==> src/rtl/fb_swap_ctrl_pkg.sv <==
// Shared definitions for the frame-buffer swap controller: buffer index width,
// controller states and the err_sticky bit positions.
package fb_pkg;

    localparam int BUF_W = 2;

    localparam int ERR_DROP_BIT = 0;
    localparam int ERR_DONE_BIT = 1;

    typedef enum logic [0:0] {
        DRAW      = 1'b0,
        WAIT_SWAP = 1'b1
    } fb_state_e;

    localparam logic [0:0] ST_DRAW      = DRAW;
    localparam logic [0:0] ST_WAIT_SWAP = WAIT_SWAP;

endpackage

==> src/rtl/fb_swap_ctrl_buf_alloc.sv <==
// Free-buffer picker: returns the lowest buffer index not currently used as
// front, back or (when valid) pending.
module fb_buf_alloc
    import fb_pkg::*;
#(
    parameter int NUM_BUF = 2
) (
    input  logic [BUF_W-1:0] front_idx,
    input  logic [BUF_W-1:0] back_idx,
    input  logic [BUF_W-1:0] pend_idx,
    input  logic             pend_valid,
    output logic [BUF_W-1:0] free_idx
);

    // Scan from the top down so the lowest unused index is the last one kept.
    always_comb begin
        free_idx = '0;
        for (int i = NUM_BUF - 1; i >= 0; i--) begin
            if ((BUF_W'(i) != front_idx) && (BUF_W'(i) != back_idx) &&
                !(pend_valid && (BUF_W'(i) == pend_idx))) begin
                free_idx = BUF_W'(i);
            end
        end
    end

endmodule

==> src/rtl/fb_swap_ctrl.sv <==
// Frame-buffer swap controller for double or triple buffering. Registers CPU
// pixel writes into the back buffer and rotates front/back/pending buffer
// indices on frame-complete and vblank events.
//
// state     | meaning
// ----------+------------------------------------------------------------
// DRAW      | CPU may draw into back_idx (cpu_ready=1)
// WAIT_SWAP | double buffer only: frame queued, waiting for vblank swap
module fb_swap_ctrl
    import fb_pkg::*;
#(
    parameter int DATA_W    = 32,
    parameter int FB_ADDR_W = 17,
    parameter int NUM_BUF   = 2,
    parameter int FB_WORDS  = 76800
) (
    input  logic                       clk_clk,
    input  logic                       reset_reset_n,
    input  logic                       cpu_we,
    input  logic [31:0]                cpu_waddr,
    input  logic [DATA_W-1:0]          cpu_din,
    input  logic                       cpu_done,
    input  logic                       disp_swap,
    output logic                       mem_we,
    output logic [BUF_W+FB_ADDR_W-1:0] mem_waddr,
    output logic [DATA_W-1:0]          mem_din,
    output logic [BUF_W-1:0]           front_sel,
    output logic                       cpu_ready,
    output logic [15:0]                frame_count,
    output logic [1:0]                 err_sticky
);

    logic [BUF_W-1:0] front_q, back_q, pend_q;
    logic             pend_valid_q;
    logic [0:0]       state_q;

    // Intermediate state after the swap has been applied, before done.
    logic [BUF_W-1:0] front_s, back_s, pend_s;
    logic             pend_valid_s;
    logic [0:0]       state_s;

    logic [BUF_W-1:0] front_n, back_n, pend_n;
    logic             pend_valid_n;
    logic [0:0]       state_n;
    logic [15:0]      frame_count_n;
    logic             done_ignored;
    logic             wr_ok;
    logic [BUF_W-1:0] free_idx;

    assign cpu_ready = (state_q == ST_DRAW);
    assign front_sel = front_q;
    assign wr_ok     = cpu_we && cpu_ready && (cpu_waddr < 32'(FB_WORDS));

    fb_buf_alloc #(
        .NUM_BUF (NUM_BUF)
    ) u_buf_alloc (
        .front_idx  (front_s),
        .back_idx   (back_s),
        .pend_idx   (pend_s),
        .pend_valid (pend_valid_s),
        .free_idx   (free_idx)
    );

    // Vblank swap on the pre-cycle state; promotes the pending frame to front.
    always_comb begin
        front_s       = front_q;
        back_s        = back_q;
        pend_s        = pend_q;
        pend_valid_s  = pend_valid_q;
        state_s       = state_q;
        frame_count_n = frame_count;
        if (disp_swap && pend_valid_q) begin
            front_s       = pend_q;
            pend_valid_s  = 1'b0;
            frame_count_n = frame_count + 16'd1;
            if (NUM_BUF == 2) begin
                back_s  = front_q;
                state_s = ST_DRAW;
            end
        end
    end

    // Frame-complete applied on top of the swap result; newest frame wins.
    always_comb begin
        front_n      = front_s;
        back_n       = back_s;
        pend_n       = pend_s;
        pend_valid_n = pend_valid_s;
        state_n      = state_s;
        done_ignored = 1'b0;
        if (cpu_done) begin
            if (state_s == ST_DRAW) begin
                pend_n       = back_s;
                pend_valid_n = 1'b1;
                if (NUM_BUF == 2) begin
                    state_n = ST_WAIT_SWAP;
                end else begin
                    back_n = pend_valid_s ? pend_s : free_idx;
                end
            end else begin
                done_ignored = 1'b1;
            end
        end
    end

    // Buffer bookkeeping, counters and sticky error flags.
    always_ff @(posedge clk_clk) begin
        if (!reset_reset_n) begin
            front_q      <= '0;
            back_q       <= BUF_W'(1);
            pend_q       <= '0;
            pend_valid_q <= 1'b0;
            state_q      <= ST_DRAW;
            frame_count  <= '0;
            err_sticky   <= '0;
        end else begin
            front_q      <= front_n;
            back_q       <= back_n;
            pend_q       <= pend_n;
            pend_valid_q <= pend_valid_n;
            state_q      <= state_n;
            frame_count  <= frame_count_n;
            if (cpu_we && !wr_ok) err_sticky[ERR_DROP_BIT] <= 1'b1;
            if (done_ignored)     err_sticky[ERR_DONE_BIT] <= 1'b1;
        end
    end

    // One-cycle write register; back_q is the buffer of the frame being drawn now.
    always_ff @(posedge clk_clk) begin
        if (!reset_reset_n) begin
            mem_we    <= 1'b0;
            mem_waddr <= '0;
            mem_din   <= '0;
        end else begin
            mem_we <= wr_ok;
            if (wr_ok) begin
                mem_waddr <= {back_q, cpu_waddr[FB_ADDR_W-1:0]};
                mem_din   <= cpu_din;
            end
        end
    end

endmodule

==> config.mk <==
export PLATFORM = sky130hd
export DESIGN_NAME = fb_swap_ctrl
export DESIGN_NICKNAME = d
export VERILOG_FILES = /design/src/rtl/fb_swap_ctrl_pkg.sv /design/src/rtl/fb_swap_ctrl_buf_alloc.sv /design/src/rtl/fb_swap_ctrl.sv
export SDC_FILE = /design/constraint.sdc
export NUM_CORES = 1
export LEC_CHECK = 0
export BUFFER_PORTS_ARGS = -buffer_cell sky130_fd_sc_hd__buf_2
export CORE_MARGIN = 8
export CORE_UTILIZATION = 47
export CTS_CLUSTER_DIAMETER = 40
export DETAILED_ROUTE_END_ITERATION = 10
export GPL_ROUTABILITY_DRIVEN = 1
export PLACE_DENSITY = 0.79
export SETUP_SLACK_MARGIN = 0.02
export SLEW_MARGIN = 30
export SYNTH_ARGS = -nofsm -noshare
export SYNTH_HDL_FRONTEND = slang
export SYNTH_HIERARCHICAL = 1
export SYNTH_SLANG_ARGS = --single-unit
==> constraint.sdc <==
create_clock -name clk_clk -period 2.2 [get_ports clk_clk]
set_clock_uncertainty 0.15 [all_clocks]
set_input_delay 0.44 -clock clk_clk [delete_from_list [all_inputs] [get_ports clk_clk]]
set_output_delay 0.44 -clock clk_clk [all_outputs]
set_load 0.05 [all_outputs]
# After elaboration in Yosys (flattened, before gate mapping)
# Cells that the tools add are included.
totals:
  register_bits: 78
  inputBits: 69
op_classes:
  add_sub_neg: 1
  n_lt_le_gt_ge: 1
  mux: 8
  bitwise_logic: 2
  n_reduce_logical: 6
ops:
  columns: ["operator", "count"]
  rows:
  - ["$lt A32 B17 Y1 const B", 1]
  - ["$add A16 B1 Y16 const B", 1]
  - ["$mux W1", 7]
  - ["$logic_and A1 B1 Y1", 4]
  - ["$mux W2", 1]
  - ["$not A1 Y1", 2]
  - ["$reduce_and A2 Y1", 1]
  - ["$logic_not A1 Y1", 1]

# Logic depth before layout (Yosys ltp)
# Gate-level depths: netlist of the first run.
logic_depth:
  ltp_word: 5
  ltp_mapped: 6

# Worst setup path after synthesis of the first run
# Ideal clock, no wire load.
synth_timing:
  kind: "reg-to-reg"
  startpoint: "reg frame_count[0]"
  endpoint: "reg frame_count[14]"
  arrival_ns: 1.762
  required_time_ns: 1.935
  setup_slack_ns: 0.174
  path_stages_with_launch: 6
  n_path_buf: 0
  synth_period_minus_slack_ns: 2.026
  cell_sequence: "dfxtp_1 > ha_1 > nand4_1 > nor4b_1 > xor2_1 > and2_1"
synth_via:
  elab_chain_cells: 1
synth_lines:
  columns: ["element", "line_no", "rtl"]
  rows:
  - ["start, declared", "fb_swap_ctrl.sv:29", "output logic [15:0] frame_count,"]
  - ["start signal, assigned", "fb_swap_ctrl.sv:122", "frame_count <= frame_count_n;"]
  - ["$add A16 B1 Y16", "fb_swap_ctrl.sv:75", "frame_count_n = frame_count + 16'd1;"]
# No other way between the ends.
# A chain may end at the register's enable or synchronous reset.

# Worst setup path after layout of the first run
layout_timing:
  startpoint: "reg state_q"
  endpoint: "reg mem_din[18]"
layout_via:
  elab_chain_cells: 3
layout_lines:
  columns: ["element", "line_no", "rtl"]
  rows:
  - ["start, declared", "fb_swap_ctrl.sv:35", "logic [0:0] state_q;"]
  - ["start signal, assigned", "fb_swap_ctrl.sv:121", "state_q <= state_n;"]
  - ["$not A1 Y1", "fb_swap_ctrl.sv:50", "assign cpu_ready = (state_q == ST_DRAW);"]
  - ["$logic_and A1 B1 Y1 (2 in a row)", "fb_swap_ctrl.sv:52", "assign wr_ok = cpu_we && cpu_ready && (cpu_waddr < 32'(FB_WORDS));"]
  - ["end signal, assigned", "fb_swap_ctrl.sv:138", "mem_din <= cpu_din;"]
  - ["end, declared", "fb_swap_ctrl.sv:26", "output logic [DATA_W-1:0] mem_din,"]
# No other way between the ends.

==> results of run 1 <==
==> worst min path at each step <==
stage | to | from | depth (start not counted)
after floorplan | mem_waddr[17] | back_q[0] | 2
after global placement | err_sticky[0] | err_sticky[0] | 2
after detailed placement | mem_din[10] | mem_din[10] | 2
after CTS | mem_din[5] | cpu_din[5] | 3
after global routing | mem_din[4] | cpu_din[4] | 3
final | mem_din[22] | cpu_din[22] | 3
==> logic make-up after synthesis <==
group                    after synthesis
AND/OR/NAND/NOR                      164
flip-flops                            78
multiplexers                          53
buffers and inverters                 25
AO/OA/AOI/OAI                         19
XOR/XNOR                              11
adder cells (fa/ha/maj)                1
==> layer usage <==
metal  global-route usage (%)  vias to the layer above
met4                     6.75                        0
li1                         -                     1431
met3                     3.98                        4
met5                        0                        -
met2                     27.5                       94
met1                     20.2                     1304
==> through the flow <==
step | util, % | setup WS, ns | hold slack (ns) | cell area, µm²
floorplan | - | 0.174 | 0.287 | 3260
global placement | 59.1 | -0.0862 | 0.281 | 4000
detailed placement | 59.1 | -0.145 | 0.299 | 4000
CTS | 61.9 | 0.0243 | 0.188 | 4180
global route | 62.1 | 0.0870 | 0.202 | 4200
finish | 62.1 | 0.228 | 0.204 | 4200
==> power by group <==
| group | leakage (nW) | switching [mW] | internal [mW] |
|---|---|---|---|
| registers | 0.630 | 0.00882 | 1.42 |
| logic | 1.21 | 0.109 | 0.0848 |
| clock network | 0.0952 | 0.478 | 0.546 |
==> flip-flops by register name, summed over array words and instances (netlist names) <==
register and flops:
mem_din 32, pend_q 2, mem_we 1, back_q 2, pend_valid_q 1, frame_count 16, mem_waddr 19, err_sticky 2
state_q 1, front_sel 2
==> worst reg2reg max path, stage by stage (launching register included) <==
cell and delay (ns):
dfxtp_1 0.36, nor4b_2 0.30, nand4_1 0.11, buf_4 0.18, a211oi_4 0.25, buf_12 0.29
mux2i_1 0.26
==> cell type report <==
cell class / instances / area share [%]
tap: 80 / 2.38
multi-input combinational: 248 / 36.5
clock buffer: 11 / 3.37
inverter: 3 / 0.268
clock inverter: 4 / 1.13
timing repair buffer: 149 / 19.2
sequential: 78 / 37.2
==> repair_timing <==
action	4_1_cts	5_1_grt
endpoints found under the setup margin	0	50
setup buffers	0	1
resized for setup	0	1
==> layout by cell type (no fill, tap or decap), types with 2 or more instances in the layout <==
| cell type | Yosys | layout |
|---|---|---|
| and2_1 | 13 | 13 |
| buf_4 | 0 | 6 |
| nor3_1 | 5 | 5 |
| or3_1 | 3 | 3 |
| dfxtp_1 | 78 | 78 |
| nand2b_1 | 2 | 2 |
| o21ai_0 | 3 | 3 |
| xor2_1 | 6 | 6 |
| buf_12 | 5 | 3 |
| mux2i_1 | 53 | 53 |
| a21boi_0 | 6 | 6 |
| inv_1 | 3 | 3 |
| buf_2 | 0 | 140 |
| o211a_1 | 2 | 2 |
| nor2b_1 | 4 | 4 |
| nand3_1 | 5 | 5 |
| nand4_1 | 5 | 5 |
| clkbuf_8 | 0 | 10 |
| nor4_1 | 4 | 4 |
| clkinv_2 | 0 | 2 |
| nand2_1 | 117 | 117 |
| xnor2_1 | 5 | 5 |
==> metrics.csv, run 1 <==
stage;metric;value;unit
placement;detailed_place_hpwl;6.29;mm
synth;main_combinational_cell_family_by_area_after_synthesis;simple AND/OR/NAND/NOR gates;
synth;synth_compound_area_share;4.53;%
setup_path;timing.reg2reg.worst_path_depth;6;
setup_path;cp_endpoint;mem_din[18];
timing;finalCriticalPeriod;1.97;ns
floorplanning;area_of_the_core;6760;µm²
floorplanning;ios;142;
cts;clock_latency_on_the_worst_skew_pair;0.32;ns
global_route;antenna_found_initial;0;
setup_path;critPathMaxStageDelay;0.36;ns
setup_path;critical_path.reg2reg.endpoint;mem_din[18];
cts;tritoncts;built;
synth;ys_ff_latch;78;
floorplanning;die_area;9860;µm²
synth;simple_gate_share_of_the_synthesized_area;22.4;%
synth;synth.distinct_cells;35;
timing;finalCritPeriodShare;89.6;%
finish;area_taken_by_flip_flops_and_latches;1560;µm²
placement;dp.cells;557;
synth;post-synth-top-count-cell;nand2_1;
global_route;first_global_vias;2906;
synth;synth_xor_xnor_area_share;2.95;%
finish;finalNonFillerCells;573;
finish;syn_to_final_growth;28.7;%
detailed_routing;detail_route.wirelength.met1;3.72;mm
setup_path;setup.worst_path.start_class;flip-flop;
synth;synthesized_instance_count;351;
detailed_routing;wirelength_routed;8.23;mm
synth;ys.warnings.count;6;
detailed_routing;routed.top_layer;met4;
detailed_routing;met3_length;498;µm
setup_path;cp.arrival;2.07;ns
cts;cts-buffers-inserted;9;
pwr;p_total;2.65;mW
cts;ctsLongestPathBuffers;2;
timing;fmax;507;MHz
floorplanning;initial_utilization;48.3;%
setup_path;worstPathCellList;nor4b_2, nand4_1, buf_4, a211oi_4, buf_12, mux2i_1;
detailed_routing;drt_drc_violations_left;0;
synth;synthTopCellsByCount;117 x nand2_1, 78 x dfxtp_1, 53 x mux2i_1;
placement;place.port_buffers;141;
detailed_routing;firstDrtPassIters;4;
detailed_routing;detail_route.vias_per_cell;4.94;
flow_run;drv_cap;0;
cts;clock_pin_slew_worst_setup_and_hold_paths;0.08;ns
pwr;cellPowerDensity;631;nW/µm²
timing;timing_hold_violations_final;0;
setup_path;flop2flop_setup_slack;0.23;ns
detailed_routing;met2_wirelength;3.92;mm
cts;cts.sinks;78;
timing;maxSlewHeadroom;73.5;%
synth;post_synth_main_area_contributors;dfxtp_1 48%, mux2i_1 16%, nand2_1 13%, buf_12 3.1%, and2_1 2.5%;
synth;yosys-mux-area-fraction;16.3;%
timing;setup_total_negative_slack;0;ns
finish;final_layout_size_suffix_gt1_share;34.1;%
pwr;power.ir.vdd_worst;0.368;mV
synth;ys_seq_area_share;47.9;%
global_route;gr_ovfl_total;0;
synth;cell_accounting_for_the_most_synthesized_area;dfxtp_1;
detailed_routing;drtIter0Drc;98;
detailed_routing;route.antenna.remaining_nets;0;
synth;synth_adder_area_share;0.384;%
setup_path;number_of_buffer_and_inverter_stages_on_the_critical_path;2;
setup_path;crit_path_start;state_q;
setup_path;cp_max_fo;35;
floorplanning;die_w;99.3;µm
setup_path;critical_path.slowest_cell;dfxtp_1;
status;run_status;complete, no violations;
timing;grt_setup_unrepaired;no;
cts;ctsRootBufferMaster;clkbuf_8;
setup_path;end_kind;flip-flop;
synth;synth_area_per_cell;9.29;µm²
setup_path;timing.critical_path.depth;6;
synth;synth.cell_area;3260;µm²
global_route;grt_use_total;16.6;%
detailed_routing;via_count;2833;
synth;synth_edf_count;0;
timing;max_slew.worst_pin.slew;0.394;ns
synth;synth.top_cell.area_share;47.9;%
setup_path;timing.rr.start;state_q;
timing;setup_violations;0;
placement;finalWeightedCongestion;0.766;
hold_path;hold_path.class;in -> reg;
setup_path;crit_required;2.30;ns
pwr;power_leakage;1.94;nW
finish;final_net_count;559;
synth;async_reset_ff_share;0;%
floorplanning;floorplan.rows;30;
global_route;grt_start_max_net_pins;53;
finish;multi_input_area;1530;µm²
setup_path;cell_type_group_with_the_largest_total_delay_on_the_critical_path;buffers and inverters;
floorplanning;die_h;99.3;µm
finish;diodes;0;
cts;cts.hold.buffers_added;0;
detailed_routing;avgRoutedWirePerCell;14.4;µm
synth;postSynthNetCount;421;
cts;cts.htree.levels;3;
synth;synth_ff_type;dfxtp_1;
setup_path;path_class;reg -> reg;
finish;layout.filler_cells;610;
timing;finalMaxSlewViolations;0;
global_route;grt_first_pass_wirelength;13.6;mm
No activity file was read; power rests on OpenSTA's default activity.
==> inputs of run 2 (changes only) <==
--- a/config.mk
+++ b/config.mk
@@ -5,8 +5,8 @@
 export SDC_FILE = /design/constraint.sdc
 export NUM_CORES = 1
 export LEC_CHECK = 0
-export BUFFER_PORTS_ARGS = -buffer_cell sky130_fd_sc_hd__buf_2
-export CORE_MARGIN = 8
+export BUFFER_PORTS_ARGS = -buffer_cell sky130_fd_sc_hd__buf_4
+export CAP_MARGIN = 20
 export CORE_UTILIZATION = 47
 export CTS_CLUSTER_DIAMETER = 40
 export DETAILED_ROUTE_END_ITERATION = 10
==> run 2 against run 1 <==
Effect of this change:
- clock-buffer cell count grew 1
- worst hold slack lost 0.0027 ns
- sequential power is essentially flat
- highest routed layer unchanged
- largest power group unchanged
==> metrics.csv, run 2 (synthesized netlist as in run 1, its figures left out) <==
stage;metric;value;unit
status;run_status;complete, no violations;
finish;biggestRegsByFlops;mem_din: 32 flops, mem_waddr: 19 flops, frame_count: 16 flops;
setup_path;critPathMaxStageDelay;0.36;ns
setup_path;timing.reg2reg.worst_path_depth;6;
detailed_routing;firstDrtPassIters;4;
global_route;grt_start_max_net_pins;66;
placement;place.port_buffers;141;
setup_path;setup.worst_path.start_class;flip-flop;
setup_path;worstPathCellList;nor4b_1, nand4_1, buf_4, a211oi_4, buf_12, mux2i_1;
finish;final_layout_size_suffix_gt1_share;34.2;%
floorplanning;ios;142;
pwr;p_total;2.77;mW
setup_path;flop2flop_setup_slack;0.23;ns
setup_path;critical_path.reg2reg.endpoint;mem_din[28];
cts;cts_setup_buffers;0;
placement;dpl_worst_slack;-0.135;ns
hold_path;hold_path.class;in -> reg;
global_route;gr_ovfl_total;0;
global_route;antenna_found_initial;0;
timing;max_slew.worst_pin.slew;0.371;ns
floorplanning;area_of_the_core;6530;µm²
floorplanning;die_area;7270;µm²
detailed_routing;via_count;2864;
finish;largest_register_ffs;32;
floorplanning;die_h;85.3;µm
cts;ctsRootBufferMaster;clkbuf_8;
timing;finalMaxSlewViolations;0;
timing;setup_total_negative_slack;0;ns
detailed_routing;drt_drc_violations_left;0;
setup_path;cp_max_fo;34;
cts;tritoncts;built;
hold_path;hold_path_startpoint;cpu_din[6];
setup_path;path_class;reg -> reg;
setup_path;number_of_buffer_and_inverter_stages_on_the_critical_path;2;
timing;finalCritPeriodShare;89.5;%
setup_path;cell_type_group_with_the_largest_total_delay_on_the_critical_path;buffers and inverters;
timing;setup_violations;0;
cts;cts.htree.levels;3;
finish;final_net_count;560;
detailed_routing;wirelength_routed;7.72;mm
hold_path;min_path_cells;3;
global_route;first_global_vias;2635;
timing;fmax;508;MHz
pwr;power_leakage;2.00;nW
floorplanning;floorplan.rows;29;
timing;post-route-worst-setup-slack;0.232;ns
setup_path;end_kind;flip-flop;
finish;syn_to_final_growth;40.0;%
finish;mostFrequentLayoutCell;buf_4;
timing;grt_setup_unrepaired;no;
cts;clock_pin_slew_worst_setup_and_hold_paths;0.08;ns
finish;post-route-util;69.9;%
cts;clock_latency_on_the_worst_skew_pair;0.34;ns
floorplanning;die_w;85.3;µm
floorplanning;initial_utilization;49.9;%
finish;registers.top_by_ff_count;mem_din;
timing;maxSlewHeadroom;75.1;%
pwr;power.ir.vdd_worst;0.374;mV
timing;timing_hold_violations_final;0;
pwr;cellPowerDensity;606;nW/µm²
cts;cts.sinks;78;
finish;diodes;0;
setup_path;cp.arrival;2.08;ns
setup_path;critical_path.slowest_cell;dfxtp_1;
placement;detailed_place_hpwl;5.73;mm
placement;finalWeightedCongestion;0.757;
cts;ctsLongestPathBuffers;2;
global_route;grt_first_pass_wirelength;12.1;mm
cts;cts.hold.buffers_added;0;
finish;final_cell_mix;147 x buf_4, 117 x nand2_1, 78 x dfxtp_1, 53 x mux2i_1, 13 x and2_1;
cts;cts-buffers-inserted;9;
cts;cts-resized-gates;0;
detailed_routing;avgRoutedWirePerCell;13.5;µm
detailed_routing;drtIter0Drc;91;
detailed_routing;detail_route.vias_per_cell;5.02;
flow_run;drv_cap;0;
hold_path;worst_hold_path.endpoint;mem_din[6];
setup_path;crit_required;2.31;ns
global_route;grt_use_total;21.1;%
detailed_routing;route.antenna.remaining_nets;0;
setup_path;timing.rr.start;state_q;
timing;finalCriticalPeriod;1.97;ns
-- run 2: cell count changes in the layout (fill, tap and decap cells not counted) --
cell	delta
nor4b_2	-1
buf_2	-140
nor4b_1	+1
clkbuf_8	+2
clkbuf_1	-1
clkinv_2	-1
buf_4	+141
-- run 2: area by class of cell --
cell class                      count  area, µm²
Inverter                            3       11.3
Clock inverter                      3       42.5
Timing Repair Buffer              150       1160
Sequential cell                    78       1560
Clock buffer                       12        165
Fill cell                         511       1970
Multi-Input combinational cell    248       1520
Tap cell                           77       96.3
-- run 2: report_power, final --
part | switching (mW) | internal [mW]
sequential | 0.00898 | 1.42
clock | 0.494 | 0.610
combinational | 0.110 | 0.121
-- run 2: worst max-delay path by stage --
stage | startpoint | end | slack, ns | cells after the start
after floorplan | frame_count[0] | frame_count[14] | 0.17 | 5
after global placement | cpu_waddr[25] | mem_waddr[18] | -0.03 | 6
after detailed placement | cpu_waddr[25] | mem_din[28] | -0.13 | 6
after CTS | state_q | mem_waddr[8] | 0.10 | 5
after global routing | state_q | mem_waddr[13] | 0.01 | 6
final | state_q | mem_din[28] | 0.23 | 6
-- run 2: per-stage QoR --
stage / hold slack, ns / instance area (µm²) / std cells
floorplan: 0.287 / 3260 / 351
global placement: 0.293 / 4350 / 555
detailed placement: 0.300 / 4350 / 555
CTS: 0.193 / 4560 / 570
global route: 0.192 / 4560 / 571
finish: 0.201 / 4560 / 571
-- run 2: worst min-delay path: cells and delay by family --
family                 cells  cell delay, ns
and+or+nand+nor            1            0.04
buffers and inverters      1            0.11
muxes                      1            0.05
-- run 2: per-layer routing --
layer	up-vias	wire length (µm)	GRT usage (%)
met3	8	563	7.30
met4	0	99	6.52
met2	94	3670	34.8
met5	-	0	0
li1	1435	-	-
met1	1327	3390	25.9
==> inputs of run 3 (changes only) <==
--- a/config.mk
+++ b/config.mk
@@ -6,13 +6,15 @@
 export NUM_CORES = 1
 export LEC_CHECK = 0
 export BUFFER_PORTS_ARGS = -buffer_cell sky130_fd_sc_hd__buf_4
-export CAP_MARGIN = 20
+export CAP_MARGIN = 0
 export CORE_UTILIZATION = 47
 export CTS_CLUSTER_DIAMETER = 40
 export DETAILED_ROUTE_END_ITERATION = 10
 export GPL_ROUTABILITY_DRIVEN = 1
 export PLACE_DENSITY = 0.79
+export RECOVER_POWER = 25
 export SETUP_SLACK_MARGIN = 0.02
+export SKIP_LAST_GASP = 1
 export SLEW_MARGIN = 30
 export SYNTH_ARGS = -nofsm -noshare
 export SYNTH_HDL_FRONTEND = slang
==> run 3 against run 2 <==
Effect of this change:
- sequential share of layout area increased by 0.72 points
- routed wire length shrank 0.22%
- sequential power hardly changed
- largest cell class unchanged
- cell count unchanged
- die area did not move
- clock-buffer cell count unchanged
==> metrics.csv, run 3 (synthesized netlist as in run 1, its figures left out) <==
stage;metric;value;unit
finish;final_cell_mix;122 x buf_4, 117 x nand2_1, 78 x dfxtp_1, 53 x mux2i_1, 25 x clkbuf_1;
timing;max_slew.worst_pin.slew;0.634;ns
detailed_routing;drt_drc_violations_left;0;
setup_path;end_kind;flip-flop;
floorplanning;die_area;7270;µm²
finish;final_net_count;560;
cts;cts.htree.levels;3;
global_route;grt_first_pass_wirelength;12.1;mm
floorplanning;die_h;85.3;µm
timing;post-route-worst-setup-slack;0.235;ns
flow_run;drv_cap;0;
finish;post-route-util;68.4;%
detailed_routing;wirelength_routed;7.71;mm
setup_path;cp.arrival;2.07;ns
timing;timing_hold_violations_final;0;
detailed_routing;firstDrtPassIters;4;
detailed_routing;route.antenna.remaining_nets;0;
cts;cts.sinks;78;
detailed_routing;routed.top_layer;met4;
global_route;antenna_found_initial;0;
pwr;power_leakage;1.89;nW
finish;biggestRegsByFlops;mem_din: 32 flops, mem_waddr: 19 flops, frame_count: 16 flops;
setup_path;path_class;reg -> reg;
finish;syn_to_final_growth;37.1;%
floorplanning;initial_utilization;49.9;%
floorplanning;die_w;85.3;µm
cts;ctsLongestPathBuffers;2;
detailed_routing;detail_route.vias_per_cell;5.03;
global_route;gr_ovfl_total;0;
floorplanning;ios;142;
setup_path;cp_max_fo;34;
detailed_routing;drtIter0Drc;94;
detailed_routing;avgRoutedWirePerCell;13.5;µm
finish;largest_register_ffs;32;
placement;detailed_place_hpwl;5.73;mm
timing;finalMaxSlewViolations;0;
timing;fmax;509;MHz
pwr;power.ir.vdd_worst;0.353;mV
finish;mostFrequentLayoutCell;buf_4;
finish;registers.top_by_ff_count;mem_din;
timing;grt_setup_unrepaired;no;
timing;finalCriticalPeriod;1.97;ns
detailed_routing;detail_route.wirelength.met1;3.32;mm
cts;cts-buffers-inserted;9;
finish;layout.filler_cells;534;
timing;maxSlewHeadroom;57.9;%
detailed_routing;met3_length;579;µm
cts;tritoncts;built;
detailed_routing;met2_wirelength;3.73;mm
placement;dp.cells;555;
placement;dpl_cell_area;4350;µm²
timing;setup_violations;0;
placement;place.port_buffers;141;
placement;dpl_worst_slack;-0.135;ns
cts;clock_latency_on_the_worst_skew_pair;0.34;ns
finish;finalNonFillerCells;571;
finish;final_layout_size_suffix_gt1_share;29.1;%
detailed_routing;via_count;2872;
finish;diodes;0;
global_route;grt_start_max_net_pins;66;
setup_path;crit_required;2.31;ns
pwr;cellPowerDensity;618;nW/µm²
cts;clock_pin_slew_worst_setup_and_hold_paths;0.08;ns
placement;finalWeightedCongestion;0.757;
global_route;first_global_vias;2635;
cts;ctsRootBufferMaster;clkbuf_8;
status;run_status;complete, no violations;
floorplanning;floorplan.rows;29;
timing;finalCritPeriodShare;89.3;%
global_route;grt_use_total;21.1;%
timing;setup_total_negative_slack;0;ns
finish;finished_cell_area;4470;µm²
hold_path;hold_path.class;in -> reg;
floorplanning;area_of_the_core;6530;µm²
setup_path;setup.worst_path.start_class;flip-flop;
==> run 3: where the power goes <==
| group | total [mW] | switching [mW] | internal [mW] | leakage, nW |
|---|---|---|---|---|
| registers | 1.43 | 0.00894 | 1.42 | 0.630 |
| logic | 0.229 | 0.110 | 0.119 | 1.16 |
| clock network | 1.10 | 0.492 | 0.610 | 0.104 |
==> run 3: final cells by class <==
cell class / instances / area [µm²] / area share [%]
flip-flops and latches: 78 / 1560 / 34.9
multi-input cells: 248 / 1520 / 34.1
repair buffers: 150 / 1070 / 23.9
clock buffers: 12 / 165 / 3.69
well taps: 77 / 96.3 / 2.16
clock inverters: 3 / 42.5 / 0.952
inverters: 3 / 11.3 / 0.252
==> run 3: repair_timing <==
action                     4_1_cts  5_1_grt
buffers inserted                 0        1
setup endpoints to repair        0       47
hold buffers                     0        0
resized for setup                0        0
==> run 3: worst paths after layout <==
kind / slack, ns / endpoint / startpoint / cells past startpoint
worst max-delay path: 0.23 / mem_din[28] / state_q / 6
worst min-delay path: 0.20 / mem_din[6] / cpu_din[6] / 3
worst max register to register: 0.23 / mem_din[28] / state_q / 6
worst min register to register: 0.31 / mem_waddr[10] / mem_waddr[10] / 2
==> run 3: metrics by stage <==
step	power, mW	hold slack, ns
finish	2.76	0.201
global route	2.88	0.192
CTS	2.78	0.193
detailed placement	1.70	0.300
global placement	1.69	0.293
floorplan	1.56	0.287
==> run 3: layer usage <==
metal	vias up	track usage, %
met4	0	6.52
met1	1331	25.9
li1	1437	-
met5	-	0
met2	98	34.8
met3	6	7.30
==> run 3: worst max-delay path: stages, from the launching register on <==
cell and delay (ns):
dfxtp_1 0.35, nor4b_1 0.31, nand4_1 0.12, buf_4 0.18, a211oi_4 0.24, buf_12 0.28
mux2i_1 0.23
